<file path="config.mk">
export PLATFORM = sky130hd
export DESIGN_NAME = lsu_mem_stage
export DESIGN_NICKNAME = d
export VERILOG_FILES = /design/src/rtl/lsu_pkg.sv /design/src/rtl/lsu_load_align.sv /design/src/rtl/lsu_mem_stage.sv
export SDC_FILE = /design/constraint.sdc
export NUM_CORES = 1
export LEC_CHECK = 0
export ABC_AREA = 1
export CELL_PAD_IN_SITES_DETAIL_PLACEMENT = 2
export CELL_PAD_IN_SITES_GLOBAL_PLACEMENT = 2
export CORE_MARGIN = 3
export CORE_UTILIZATION = 26
export CTS_CLUSTER_SIZE = 8
export DETAILED_ROUTE_END_ITERATION = 7
export PLACE_DENSITY_LB_ADDON = 0.1
export SLEW_MARGIN = 10
export SYNTH_ARGS = -nofsm -noshare
export SYNTH_HDL_FRONTEND = slang
export SYNTH_SLANG_ARGS = --single-unit
</file>
<file path="constraint.sdc">
create_clock -name clk -period 7.16 [get_ports clk]
set_input_delay 1.432 -clock clk [delete_from_list [all_inputs] [get_ports clk]]
set_output_delay 1.432 -clock clk [all_outputs]
set_load 0.05 [all_outputs]
</file>
<file path="src/rtl/lsu_pkg.sv">
// Shared definitions for the RV32 load/store memory stage.
//   - RISC-V funct3 width/sign codes used by loads and stores
//   - FSM state encoding for the bus transaction sequencer
//   - byte-enable base patterns (shifted by the address offset)
package lsu_pkg;

  localparam int unsigned LSU_XLEN = 32;

  localparam logic [2:0] F3_B  = 3'b000;
  localparam logic [2:0] F3_H  = 3'b001;
  localparam logic [2:0] F3_W  = 3'b010;
  localparam logic [2:0] F3_BU = 3'b100;
  localparam logic [2:0] F3_HU = 3'b101;

  localparam logic [3:0] BE_BYTE = 4'b0001;
  localparam logic [3:0] BE_HALF = 4'b0011;
  localparam logic [3:0] BE_WORD = 4'b1111;

  typedef enum logic [1:0] {
    ST_IDLE,
    ST_REQ,
    ST_WAIT,
    ST_RESP
  } lsu_state_e;

endpackage

</file>
<file path="src/rtl/lsu_load_align.sv">
// Load data alignment and extension (purely combinational).
//   rdata   : raw 32-bit word returned by the data bus
//   addr_lo : byte offset of the access within the word
//   funct3  : RISC-V load width/sign code
//   ld_data : selected byte/half/word, sign- or zero-extended
import lsu_pkg::*;

module lsu_load_align (
  input  logic [LSU_XLEN-1:0] rdata,
  input  logic [1:0]          addr_lo,
  input  logic [2:0]          funct3,
  output logic [LSU_XLEN-1:0] ld_data
);

  logic [LSU_XLEN-1:0] shifted;

  always_comb begin
    // Move the addressed lane down to bit 0; halfwords are aligned so
    // addr_lo[0] is always 0 for them.
    shifted = rdata >> {addr_lo, 3'b000};
    case (funct3)
      F3_B:    ld_data = {{24{shifted[7]}}, shifted[7:0]};
      F3_BU:   ld_data = {24'h000000, shifted[7:0]};
      F3_H:    ld_data = {{16{shifted[15]}}, shifted[15:0]};
      F3_HU:   ld_data = {16'h0000, shifted[15:0]};
      default: ld_data = rdata;
    endcase
  end

endmodule

</file>
<file path="src/rtl/lsu_mem_stage.sv">
// Memory-access stage of the RV32 pipeline.
// Accepts one load/store from execute, runs a req/gnt/rvalid data-bus
// transaction, and reports exactly one completion/exception pulse.
//   clk, rst                : clock, asynchronous active-high reset
//   ex_*                    : instruction from execute (valid, type, funct3,
//                             address, store data, cancel)
//   flush                   : pipeline flush
//   dbus_req/we/addr/be/wdata : bus request (word-aligned, lane-replicated)
//   dbus_gnt/rvalid/rdata/err : bus handshake and response
//   hold                    : stall upstream and the MEM/WB register
//   ld_data, ld_valid       : load result and completion pulse
//   misalign_exc            : misaligned-address pulse
//   access_fault            : bus error or illegal funct3 pulse
import lsu_pkg::*;

module lsu_mem_stage #(
  parameter int unsigned XLEN = 32
) (
  input  logic            clk,
  input  logic            rst,
  input  logic            ex_valid,
  input  logic            ex_is_load,
  input  logic            ex_is_store,
  input  logic [2:0]      ex_funct3,
  input  logic [XLEN-1:0] ex_addr,
  input  logic [XLEN-1:0] ex_wdata,
  input  logic            ex_cancel,
  input  logic            flush,
  output logic            dbus_req,
  output logic            dbus_we,
  output logic [XLEN-1:0] dbus_addr,
  output logic [3:0]      dbus_be,
  output logic [XLEN-1:0] dbus_wdata,
  input  logic            dbus_gnt,
  input  logic            dbus_rvalid,
  input  logic [XLEN-1:0] dbus_rdata,
  input  logic            dbus_err,
  output logic            hold,
  output logic [XLEN-1:0] ld_data,
  output logic            ld_valid,
  output logic            misalign_exc,
  output logic            access_fault
);

  lsu_state_e      state_q, state_d;
  logic            we_q, we_d;
  logic [XLEN-1:0] addr_q, addr_d;
  logic [3:0]      be_q, be_d;
  logic [XLEN-1:0] wdata_q, wdata_d;
  logic [2:0]      funct3_q, funct3_d;
  logic [1:0]      off_q, off_d;
  logic [XLEN-1:0] rdata_q, rdata_d;
  logic            err_q, err_d;
  logic            ill_q, ill_d;
  logic            mis_q, mis_d;
  logic            kill_q, kill_d;
  logic [XLEN-1:0] ld_data_q, ld_data_d;

  logic            accept;
  logic            f3_illegal;
  logic            addr_misalign;
  logic [3:0]      be_new;
  logic [XLEN-1:0] wdata_new;
  logic [XLEN-1:0] align_data;
  logic            pulse_en;

  lsu_load_align u_align (
    .rdata   (rdata_q),
    .addr_lo (off_q),
    .funct3  (funct3_q),
    .ld_data (align_data)
  );

  // Decode of the incoming instruction.
  always_comb begin
    accept = ~rst & (state_q == ST_IDLE) & ex_valid & (ex_is_load | ex_is_store)
             & ~ex_cancel & ~flush;

    if (ex_is_load) f3_illegal = (ex_funct3 == 3'b011) | (ex_funct3[2:1] == 2'b11);
    else            f3_illegal = ex_funct3[2] | (ex_funct3[1:0] == 2'b11);

    case (ex_funct3[1:0])
      2'b01:   addr_misalign = ex_addr[0];
      2'b10:   addr_misalign = |ex_addr[1:0];
      default: addr_misalign = 1'b0;
    endcase

    case (ex_funct3[1:0])
      2'b00:   be_new = BE_BYTE << ex_addr[1:0];
      2'b01:   be_new = BE_HALF << {ex_addr[1], 1'b0};
      default: be_new = BE_WORD;
    endcase

    case (ex_funct3[1:0])
      2'b00:   wdata_new = {4{ex_wdata[7:0]}};
      2'b01:   wdata_new = {2{ex_wdata[15:0]}};
      default: wdata_new = ex_wdata;
    endcase
  end

  // Next-state logic.
  always_comb begin
    state_d  = state_q;
    we_d     = we_q;
    addr_d   = addr_q;
    be_d     = be_q;
    wdata_d  = wdata_q;
    funct3_d = funct3_q;
    off_d    = off_q;
    rdata_d  = rdata_q;
    err_d    = err_q;
    ill_d    = ill_q;
    mis_d    = mis_q;
    kill_d   = kill_q;

    case (state_q)
      ST_IDLE: begin
        if (accept) begin
          we_d     = ~ex_is_load;
          addr_d   = {ex_addr[XLEN-1:2], 2'b00};
          be_d     = be_new;
          wdata_d  = wdata_new;
          funct3_d = ex_funct3;
          off_d    = ex_addr[1:0];
          err_d    = 1'b0;
          // An illegal funct3 is a fault, never a misalignment.
          ill_d    = f3_illegal;
          mis_d    = addr_misalign & ~f3_illegal;
          state_d  = (f3_illegal | addr_misalign) ? ST_RESP : ST_REQ;
        end
      end
      ST_REQ: begin
        // A flushed request is still carried to completion; only its
        // result is discarded.
        if (flush)    kill_d  = 1'b1;
        if (dbus_gnt) state_d = ST_WAIT;
      end
      ST_WAIT: begin
        if (flush) kill_d = 1'b1;
        if (dbus_rvalid) begin
          rdata_d = dbus_rdata;
          err_d   = dbus_err;
          state_d = ST_RESP;
        end
      end
      ST_RESP: begin
        kill_d  = 1'b0;
        state_d = ST_IDLE;
      end
      default: state_d = ST_IDLE;
    endcase
  end

  // Outputs.
  always_comb begin
    dbus_req   = (state_q == ST_REQ);
    dbus_we    = dbus_req & we_q;
    dbus_addr  = dbus_req ? addr_q  : '0;
    dbus_be    = dbus_req ? be_q    : '0;
    dbus_wdata = dbus_req ? wdata_q : '0;

    hold = (state_q == ST_REQ) | (state_q == ST_WAIT) | accept;

    pulse_en     = (state_q == ST_RESP) & ~kill_q & ~flush;
    misalign_exc = pulse_en & mis_q;
    access_fault = pulse_en & ~mis_q & (ill_q | err_q);
    ld_valid     = pulse_en & ~mis_q & ~ill_q & ~err_q;

    ld_data   = ld_valid ? (we_q ? '0 : align_data) : ld_data_q;
    ld_data_d = ld_data;
  end

  always_ff @(posedge clk or posedge rst) begin
    if (rst) begin
      state_q   <= ST_IDLE;
      we_q      <= 1'b0;
      addr_q    <= '0;
      be_q      <= '0;
      wdata_q   <= '0;
      funct3_q  <= '0;
      off_q     <= '0;
      rdata_q   <= '0;
      err_q     <= 1'b0;
      ill_q     <= 1'b0;
      mis_q     <= 1'b0;
      kill_q    <= 1'b0;
      ld_data_q <= '0;
    end else begin
      state_q   <= state_d;
      we_q      <= we_d;
      addr_q    <= addr_d;
      be_q      <= be_d;
      wdata_q   <= wdata_d;
      funct3_q  <= funct3_d;
      off_q     <= off_d;
      rdata_q   <= rdata_d;
      err_q     <= err_d;
      ill_q     <= ill_d;
      mis_q     <= mis_d;
      kill_q    <= kill_d;
      ld_data_q <= ld_data_d;
    end
  end

endmodule

</file>
==> results of run 1 <==
[cells by family (layout without fill, tap and decap cells)]
logic type | after synthesis | after routing | share of synthesized area
compound gates | 109 | 109 | 0.0811
fa+ha+maj | 9 | 9 | 0.0157
buf+inv | 170 | 372 | 0.0972
flops | 142 | 142 | 0.497
other cells | 1 | 2 | 0.000524
simple gates | 556 | 556 | 0.309
[flip-flops by register name, summed over array words and instances (netlist names)]
signal / flops
be_q: 4
funct3_q: 3
kill_q: 1
err_q: 1
ill_q: 1
we_q: 1
state_q: 2
wdata_q: 32
rdata_q: 32
off_q: 2
ld_data_q: 32
addr_q: 30
mis_q: 1
[per-layer routing]
metal / vias to the layer above / GRT usage
met3: 27 / 0.0526
met2: 142 / 0.311
met5: - / 0
met1: 3413 / 0.231
met4: 4 / 0.0448
li1: 3365 / -
[layout make-up]
class,instances,area [um^2],area share
repair buffers,219,2170,0.214
clock inverters,11,179,0.0176
clock buffers,21,460,0.0453
multi-input cells,676,2920,0.287
well taps,341,427,0.0419
inverters,121,459,0.0451
flip-flops and latches,142,3550,0.349
[stage by stage]
step | setup slack (ps) | instance area (um^2) | hold slack, ps | power [mW]
after floorplan | 279 | 7160 | 442 | 2.82
after global placement | 1670 | 9530 | 462 | 3.53
after detailed placement | 1520 | 9530 | 465 | 3.58
after CTS | 1520 | 10200 | 485 | 4.60
after global routing | 1330 | 10200 | 501 | 4.87
final | 1560 | 10200 | 480 | 4.53
[power by group]
part           switching (mW)  internal (mW)
clock                   0.391          0.608
combinational            1.46          0.674
sequential              0.247           1.15
total                    2.09           2.43
[how the worst max path moves through the flow]
stage / from / endpoint / slack, ps
floorplan: rst / hold / 280
global placement: flush / ld_data[7] / 1670
detailed placement: flush / ld_data[7] / 1520
CTS: flush / ld_data[7] / 1520
global route: flush / ld_data[11] / 1330
finish: flush / ld_data[7] / 1560
[cell usage in the layout, fill, tap and decap left out, types with 6 or more instances in the layout]
master and count:
nand2_1 451, clkdlybuf4s50_1 212, dfrtp_1 142, inv_1 115
o21ai_0 61, nor2_1 55, nand3_1 28, a21oi_1 24
clkbuf_16 17, nand2_2 10, a31oi_1 10, ha_1 8
buf_4 7, o211ai_1 6
[worst register-to-register path, stage by stage (launching register included)]
cell and delay, ps:
dfrtp_1 420, inv_1 120, ha_1 200, nand2_1 80, nor2_1 170, nand2_4 240, inv_2 830, nand2_1 190
o21a_1 160
==> metrics.txt, run 1 <==
# TYPE chip_impl_metric gauge
chip_impl_metric{name="yosysWarnings",unit=""} 0
chip_impl_metric{name="largest_net_degree_at_the_start_of_global_routing",unit=""} 67
chip_impl_metric{name="route.final.wire_length",unit="um"} 26700
chip_impl_info{name="run_status",value="finished, final reports clean"} 1
chip_impl_metric{name="min_path_cells",unit=""} 2
chip_impl_metric{name="syn_area",unit="um^2"} 7160
chip_impl_info{name="synthMostInstantiatedCell",value="nand2_1"} 1
chip_impl_metric{name="finish.net_count",unit=""} 1295
chip_impl_metric{name="cts_setup_buffers",unit=""} 0
chip_impl_info{name="cpLargestDelayFamily",value="buffers and inverters"} 1
chip_impl_info{name="clk_root_buffer_cell",value="clkbuf_16"} 1
chip_impl_metric{name="drt_first_pass_iters",unit=""} 4
chip_impl_metric{name="period_minus_slack",unit="ps"} 5600
chip_impl_metric{name="ctsResizeCount",unit=""} 0
chip_impl_info{name="worst_setup_path_end_kind",value="output pin"} 1
chip_impl_metric{name="maxClockFrequency",unit="MHz"} 179
chip_impl_metric{name="fillCellCount",unit=""} 3182
chip_impl_metric{name="cts.path.max_buffers",unit=""} 2
chip_impl_metric{name="worst-endpoint-arrival",unit="ps"} 4170
chip_impl_metric{name="worst_clock_skew",unit="ps"} 13.8
chip_impl_metric{name="clk-insertion-delay-late",unit="ps"} 430
chip_impl_info{name="worstHoldEndpoint",value="addr_q[15]"} 1
chip_impl_metric{name="grt_overflow",unit=""} 0
chip_impl_metric{name="timing.setup.tns",unit="ps"} 0
chip_impl_metric{name="timing.critical_path.buf_inv",unit=""} 4
chip_impl_info{name="critical_path.reg2reg.endpoint",value="ill_q"} 1
chip_impl_metric{name="final-setup-viol-count",unit=""} 0
chip_impl_metric{name="fp.dieW",unit="um"} 172
chip_impl_metric{name="syn-instance-count",unit=""} 987
chip_impl_metric{name="p_leak",unit="nW"} 5.39
chip_impl_metric{name="num_antenna_cells",unit=""} 0
chip_impl_metric{name="fp.dieArea",unit="um^2"} 29500
chip_impl_metric{name="clkSinkCount",unit=""} 142
chip_impl_metric{name="detail_route.drc_violations",unit=""} 0
chip_impl_metric{name="grt_pass1_vias",unit=""} 7652
chip_impl_metric{name="synth_top_cell_area_share",unit=""} 0.497
chip_impl_metric{name="power_per_cell_area",unit="nW/um^2"} 445
chip_impl_metric{name="vias_per_cell",unit=""} 4.54
chip_impl_metric{name="syn_avg_cell_area",unit="um^2"} 7.25
chip_impl_info{name="timing.hold.worst.class",value="reg2reg"} 1
chip_impl_metric{name="routedLengthMet1",unit="um"} 11600
chip_impl_metric{name="dpl_hpwl",unit="um"} 18900
chip_impl_metric{name="netlist-cell-type-count",unit=""} 31
chip_impl_metric{name="htree_num_levels",unit=""} 4
chip_impl_metric{name="antenna_found_initial",unit=""} 2
chip_impl_metric{name="ys_seq_area_frac",unit=""} 0.497
chip_impl_metric{name="final_layout_size_suffix_gt1_frac",unit=""} 0.0546
chip_impl_metric{name="place_congestion",unit=""} 0.756
chip_impl_info{name="cts_tree",value="built"} 1
chip_impl_metric{name="postRouteAntennaNets",unit=""} 0
chip_impl_metric{name="worst_path_largest_cell_delay",unit="ps"} 820
chip_impl_metric{name="cts_hold_buffers",unit=""} 0
chip_impl_metric{name="fp.coreArea",unit="um^2"} 27000
chip_impl_metric{name="total_number_of_vias",unit=""} 6951
chip_impl_metric{name="global_route_wire_length_before_repair",unit="um"} 42200
chip_impl_info{name="yosys_most_used_dff",value="dfrtp_1"} 1
chip_impl_metric{name="routed_wire_length_per_instance",unit="um"} 17.4
chip_impl_metric{name="worst-r2r-setup-slack",unit="ps"} 4650
chip_impl_info{name="crit_path_cell_trace",value="clkdlybuf4s50_1 > nor3_2 > nand4_2 > buf_4 > inv_2 > nand3_1 > nand2_1 > clkdlybuf4s50_1"} 1
chip_impl_info{name="synth_largest_area_cell",value="dfrtp_1"} 1
chip_impl_metric{name="maxSlewViolCount",unit=""} 0
chip_impl_info{name="cp-start-kind",value="input port"} 1
chip_impl_info{name="criticalPathCategory",value="in2out"} 1
chip_impl_info{name="worstReg2RegStart",value="state_q[0]"} 1
chip_impl_info{name="maxUsedRoutingLayer",value="met5"} 1
chip_impl_metric{name="met2_wirelength",unit="um"} 13000
chip_impl_metric{name="hold_violations",unit=""} 0
chip_impl_metric{name="number_of_synthesized_flops_with_an_enable_pin",unit=""} 0
chip_impl_metric{name="initial_drt_markers",unit=""} 253
chip_impl_info{name="synth.cells.most_frequent",value="nand2_1, dfrtp_1, inv_1"} 1
chip_impl_metric{name="worst_margin_slew",unit="ps"} 1010
chip_impl_metric{name="critical_path_depth",unit=""} 8
chip_impl_metric{name="maxCapViolCount",unit=""} 0
chip_impl_metric{name="post-place-cells",unit=""} 1499
chip_impl_metric{name="path_clk_slew",unit="ps"} 70
chip_impl_metric{name="async_flop_share",unit=""} 1.00
chip_impl_metric{name="initial_utilization",unit=""} 0.265
chip_impl_metric{name="ys_ff_latch",unit=""} 142
chip_impl_metric{name="ios",unit=""} 215
chip_impl_info{name="hold_start",value="addr_q[15]"} 1
chip_impl_metric{name="reg2regPathDepth",unit=""} 8
chip_impl_metric{name="worst-endpoint-required",unit="ps"} 5730
chip_impl_metric{name="finalCoreUtilization",unit=""} 0.376
chip_impl_metric{name="final_instance_count_excl_fillers",unit=""} 1531
chip_impl_metric{name="power.ir.vdd_worst",unit="mV"} 0.148
chip_impl_metric{name="period_share",unit=""} 0.782
chip_impl_metric{name="std_cell_rows",unit=""} 60
chip_impl_metric{name="flow.area_growth_from_synthesis",unit="%"} 42.2
chip_impl_metric{name="track_usage",unit=""} 0.183
chip_impl_metric{name="numCtsBuffers",unit=""} 17
chip_impl_info{name="post_synth_main_area_contributors",value="dfrtp_1, nand2_1, inv_1"} 1
chip_impl_info{name="rsz0062_at_grt",value="false"} 1
chip_impl_metric{name="die_boundary_height",unit="um"} 172
chip_impl_metric{name="io_port_bufs",unit=""} 212
chip_impl_metric{name="crit_path_max_fanout",unit=""} 16
chip_impl_metric{name="slew-limit-headroom",unit=""} 0.328
chip_impl_info{name="path_common_cell",value="clkdlybuf4s50_1"} 1
chip_impl_metric{name="met3WireLength",unit="um"} 1660
chip_impl_info{name="critical_path.slowest_cell",value="clkdlybuf4s50_1"} 1
(Power assumes the default switching activity.)
==> run 2: changes to the inputs <==
CORE_UTILIZATION = 23   (was 26)
clock period = 4.7 ns   (was 7.16 ns; I/O delays follow)
==> metrics.txt, run 2 (synthesis gave the netlist of run 1 again) <==
# TYPE chip_impl_metric gauge
chip_impl_metric{name="hold_slack",unit="ps"} 478
chip_impl_metric{name="worst_clock_skew",unit="ps"} 12.6
chip_impl_metric{name="power.net_switching",unit="mW"} 3.21
chip_impl_metric{name="ctsResizeCount",unit=""} 0
chip_impl_metric{name="power.ir.vdd_worst",unit="mV"} 0.304
chip_impl_metric{name="worst-endpoint-arrival",unit="ps"} 2900
chip_impl_metric{name="drt_first_pass_iters",unit=""} 4
chip_impl_metric{name="route.final.wire_length",unit="um"} 27800
chip_impl_metric{name="cts.path.max_buffers",unit=""} 2
chip_impl_metric{name="fillCellCount",unit=""} 3537
chip_impl_metric{name="slew-limit-headroom",unit=""} 0.318
chip_impl_info{name="clk_root_buffer_cell",value="clkbuf_16"} 1
chip_impl_metric{name="final_instance_count_excl_fillers",unit=""} 1582
chip_impl_metric{name="hold_violations",unit=""} 0
chip_impl_metric{name="track_usage",unit=""} 0.171
chip_impl_info{name="timing.hold.worst.class",value="reg2reg"} 1
chip_impl_metric{name="global_route_wire_length_before_repair",unit="um"} 43900
chip_impl_metric{name="ios",unit=""} 215
chip_impl_metric{name="vias_per_cell",unit=""} 4.35
chip_impl_metric{name="numCtsBuffers",unit=""} 17
chip_impl_info{name="cp-start-kind",value="flip-flop"} 1
chip_impl_metric{name="io_port_bufs",unit=""} 212
chip_impl_metric{name="maxClockFrequency",unit="MHz"} 261
chip_impl_metric{name="worst-r2r-setup-slack",unit="ps"} 1990
chip_impl_metric{name="routed_wire_length_per_instance",unit="um"} 17.6
chip_impl_metric{name="timing.setup.tns",unit="ps"} 0
chip_impl_metric{name="period_share",unit=""} 0.816
chip_impl_metric{name="post-place-cells",unit=""} 1550
chip_impl_metric{name="seq_power_share",unit=""} 0.306
chip_impl_info{name="worst_setup_path_end_kind",value="output pin"} 1
chip_impl_info{name="worstReg2RegStart",value="state_q[1]"} 1
chip_impl_metric{name="finish.net_count",unit=""} 1297
chip_impl_metric{name="timing.critical_path.buf_inv",unit=""} 4
chip_impl_info{name="highest_count_cells_in_the_layout_ignoring_fill_and_taps",value="nand2_1, clkdlybuf4s50_1, dfrtp_1"} 1
chip_impl_metric{name="worst_path_largest_cell_delay",unit="ps"} 860
chip_impl_metric{name="dpl_hpwl",unit="um"} 19300
chip_impl_info{name="crit_path_cell_trace",value="inv_1 > ha_2 > buf_12 > nand2_1 > inv_1 > clkdlybuf4s50_1"} 1
chip_impl_info{name="criticalPathCategory",value="reg2out"} 1
chip_impl_metric{name="clkSinkCount",unit=""} 142
chip_impl_metric{name="power_per_cell_area",unit="nW/um^2"} 669
chip_impl_info{name="run_status",value="finished, final reports clean"} 1
chip_impl_info{name="path_common_cell",value="inv_1"} 1
chip_impl_metric{name="power.combinational.fraction",unit=""} 0.486
chip_impl_metric{name="final-setup-viol-count",unit=""} 0
chip_impl_metric{name="p_leak",unit="nW"} 5.45
chip_impl_metric{name="initial_utilization",unit=""} 0.238
chip_impl_info{name="critical_path.slowest_cell",value="clkdlybuf4s50_1"} 1
chip_impl_metric{name="fp.coreArea",unit="um^2"} 30100
chip_impl_info{name="reg.largest.list",value="ld_data_q x32, rdata_q x32, wdata_q x32"} 1
chip_impl_metric{name="crit_path_max_fanout",unit=""} 45
chip_impl_info{name="most_common_cell_after_layout_fill_and_taps_aside",value="nand2_1"} 1
chip_impl_metric{name="initial_drt_markers",unit=""} 232
chip_impl_metric{name="total_number_of_vias",unit=""} 6874
chip_impl_info{name="setup.worst_path.end",value="dbus_wdata[0]"} 1
chip_impl_info{name="rsz0062_at_grt",value="false"} 1
chip_impl_metric{name="num_antenna_cells",unit=""} 0
chip_impl_metric{name="antenna_found_initial",unit=""} 7
chip_impl_metric{name="reg2regPathDepth",unit=""} 8
chip_impl_metric{name="clk-insertion-delay-late",unit="ps"} 440
chip_impl_metric{name="place_congestion",unit=""} 0.744
chip_impl_metric{name="switching_portion_of_total_power",unit=""} 0.471
chip_impl_metric{name="maxCapViolCount",unit=""} 0
chip_impl_metric{name="cts_hold_buffers",unit=""} 0
chip_impl_metric{name="min_path_cells",unit=""} 2
chip_impl_metric{name="grt_pass1_vias",unit=""} 7738
chip_impl_metric{name="fp.dieW",unit="um"} 182
chip_impl_metric{name="power.clock.fraction",unit=""} 0.208
chip_impl_metric{name="cts_setup_buffers",unit=""} 0
chip_impl_metric{name="std_cell_rows",unit=""} 63
chip_impl_metric{name="fp.dieArea",unit="um^2"} 33300
chip_impl_metric{name="htree_num_levels",unit=""} 4
chip_impl_metric{name="critical_path_depth",unit=""} 6
chip_impl_metric{name="detail_route.drc_violations",unit=""} 0
chip_impl_metric{name="grt_overflow",unit=""} 0
chip_impl_metric{name="period_minus_slack",unit="ps"} 3840
chip_impl_metric{name="final_layout_size_suffix_gt1_frac",unit=""} 0.0872
chip_impl_metric{name="worst_margin_slew",unit="ps"} 1020
chip_impl_metric{name="worst-endpoint-required",unit="ps"} 3760
chip_impl_metric{name="path_clk_slew",unit="ps"} 60
chip_impl_metric{name="largest_net_degree_at_the_start_of_global_routing",unit=""} 143
chip_impl_metric{name="die_boundary_height",unit="um"} 182
chip_impl_metric{name="postRouteAntennaNets",unit=""} 0
chip_impl_metric{name="flow.area_growth_from_synthesis",unit="%"} 42.3
chip_impl_metric{name="p_int",unit="mW"} 3.61
chip_impl_info{name="cts_tree",value="built"} 1
chip_impl_info{name="startpoint",value="state_q[1]"} 1
chip_impl_info{name="critical_path.reg2reg.endpoint",value="ill_q"} 1
chip_impl_info{name="cpLargestDelayFamily",value="buffers and inverters"} 1
chip_impl_metric{name="maxSlewViolCount",unit=""} 0
[run 2: cell type report]
| type | instances | area, um^2 | area share |
|---|---|---|---|
| repair buffers | 221 | 2140 | 0.210 |
| multi-input cells | 676 | 2940 | 0.288 |
| flip-flops and latches | 142 | 3550 | 0.349 |
| clock inverters | 12 | 135 | 0.0133 |
| inverters | 121 | 458 | 0.0450 |
| clock buffers | 20 | 467 | 0.0458 |
| well taps | 390 | 488 | 0.0479 |
[run 2: worst min-delay path by stage]
stage	start	end	slack, ps
finish	err_q	err_q	480
global route	ld_data_q[4]	ld_data_q[4]	510
CTS	addr_q[12]	addr_q[12]	480
detailed placement	addr_q[12]	addr_q[12]	470
global placement	err_q	err_q	460
floorplan	err_q	err_q	440
[run 2: per-layer routing]
| metal | track usage | vias to the layer above | wire, um |
|---|---|---|---|
| li1 | - | 3365 | - |
| met1 | 0.202 | 3320 | 11800 |
| met2 | 0.299 | 138 | 13900 |
| met3 | 0.0544 | 37 | 1650 |
| met5 | 0 | - | 80 |
| met4 | 0.0451 | 14 | 411 |
[run 2: through the flow]
step           setup slack (ps)   util  power [mW]  instance area, um^2
2_1_floorplan              21.8      -        4.32                 7190
3_3_place_gp                949  0.318        5.42                 9580
3_5_place_dp                961  0.318        5.49                 9580
4_1_cts                     762  0.338        6.97                10200
5_1_grt                     650  0.338        7.34                10200
6_report                    863  0.338        6.81                10200
[run 2: worst register-to-register path, delay by kind of cell, from the launching register on]
family / cells / cell delay [ps]
AND/OR/NAND/NOR: 4 / 790
flip-flops: 1 / 410
AO/OA/AOI/OAI: 1 / 170
buffers and inverters: 2 / 1040
adder cells (fa/ha/maj): 1 / 200
[run 2: power by group through the flow]
stage | sequential, mW | combinational, mW | clock, mW
floorplan | 2.00 | 2.32 | 0
global placement | 2.08 | 3.34 | 0
detailed placement | 2.11 | 3.38 | 0
CTS | 2.09 | 3.41 | 1.47
global route | 2.16 | 3.67 | 1.52
finish | 2.08 | 3.31 | 1.42
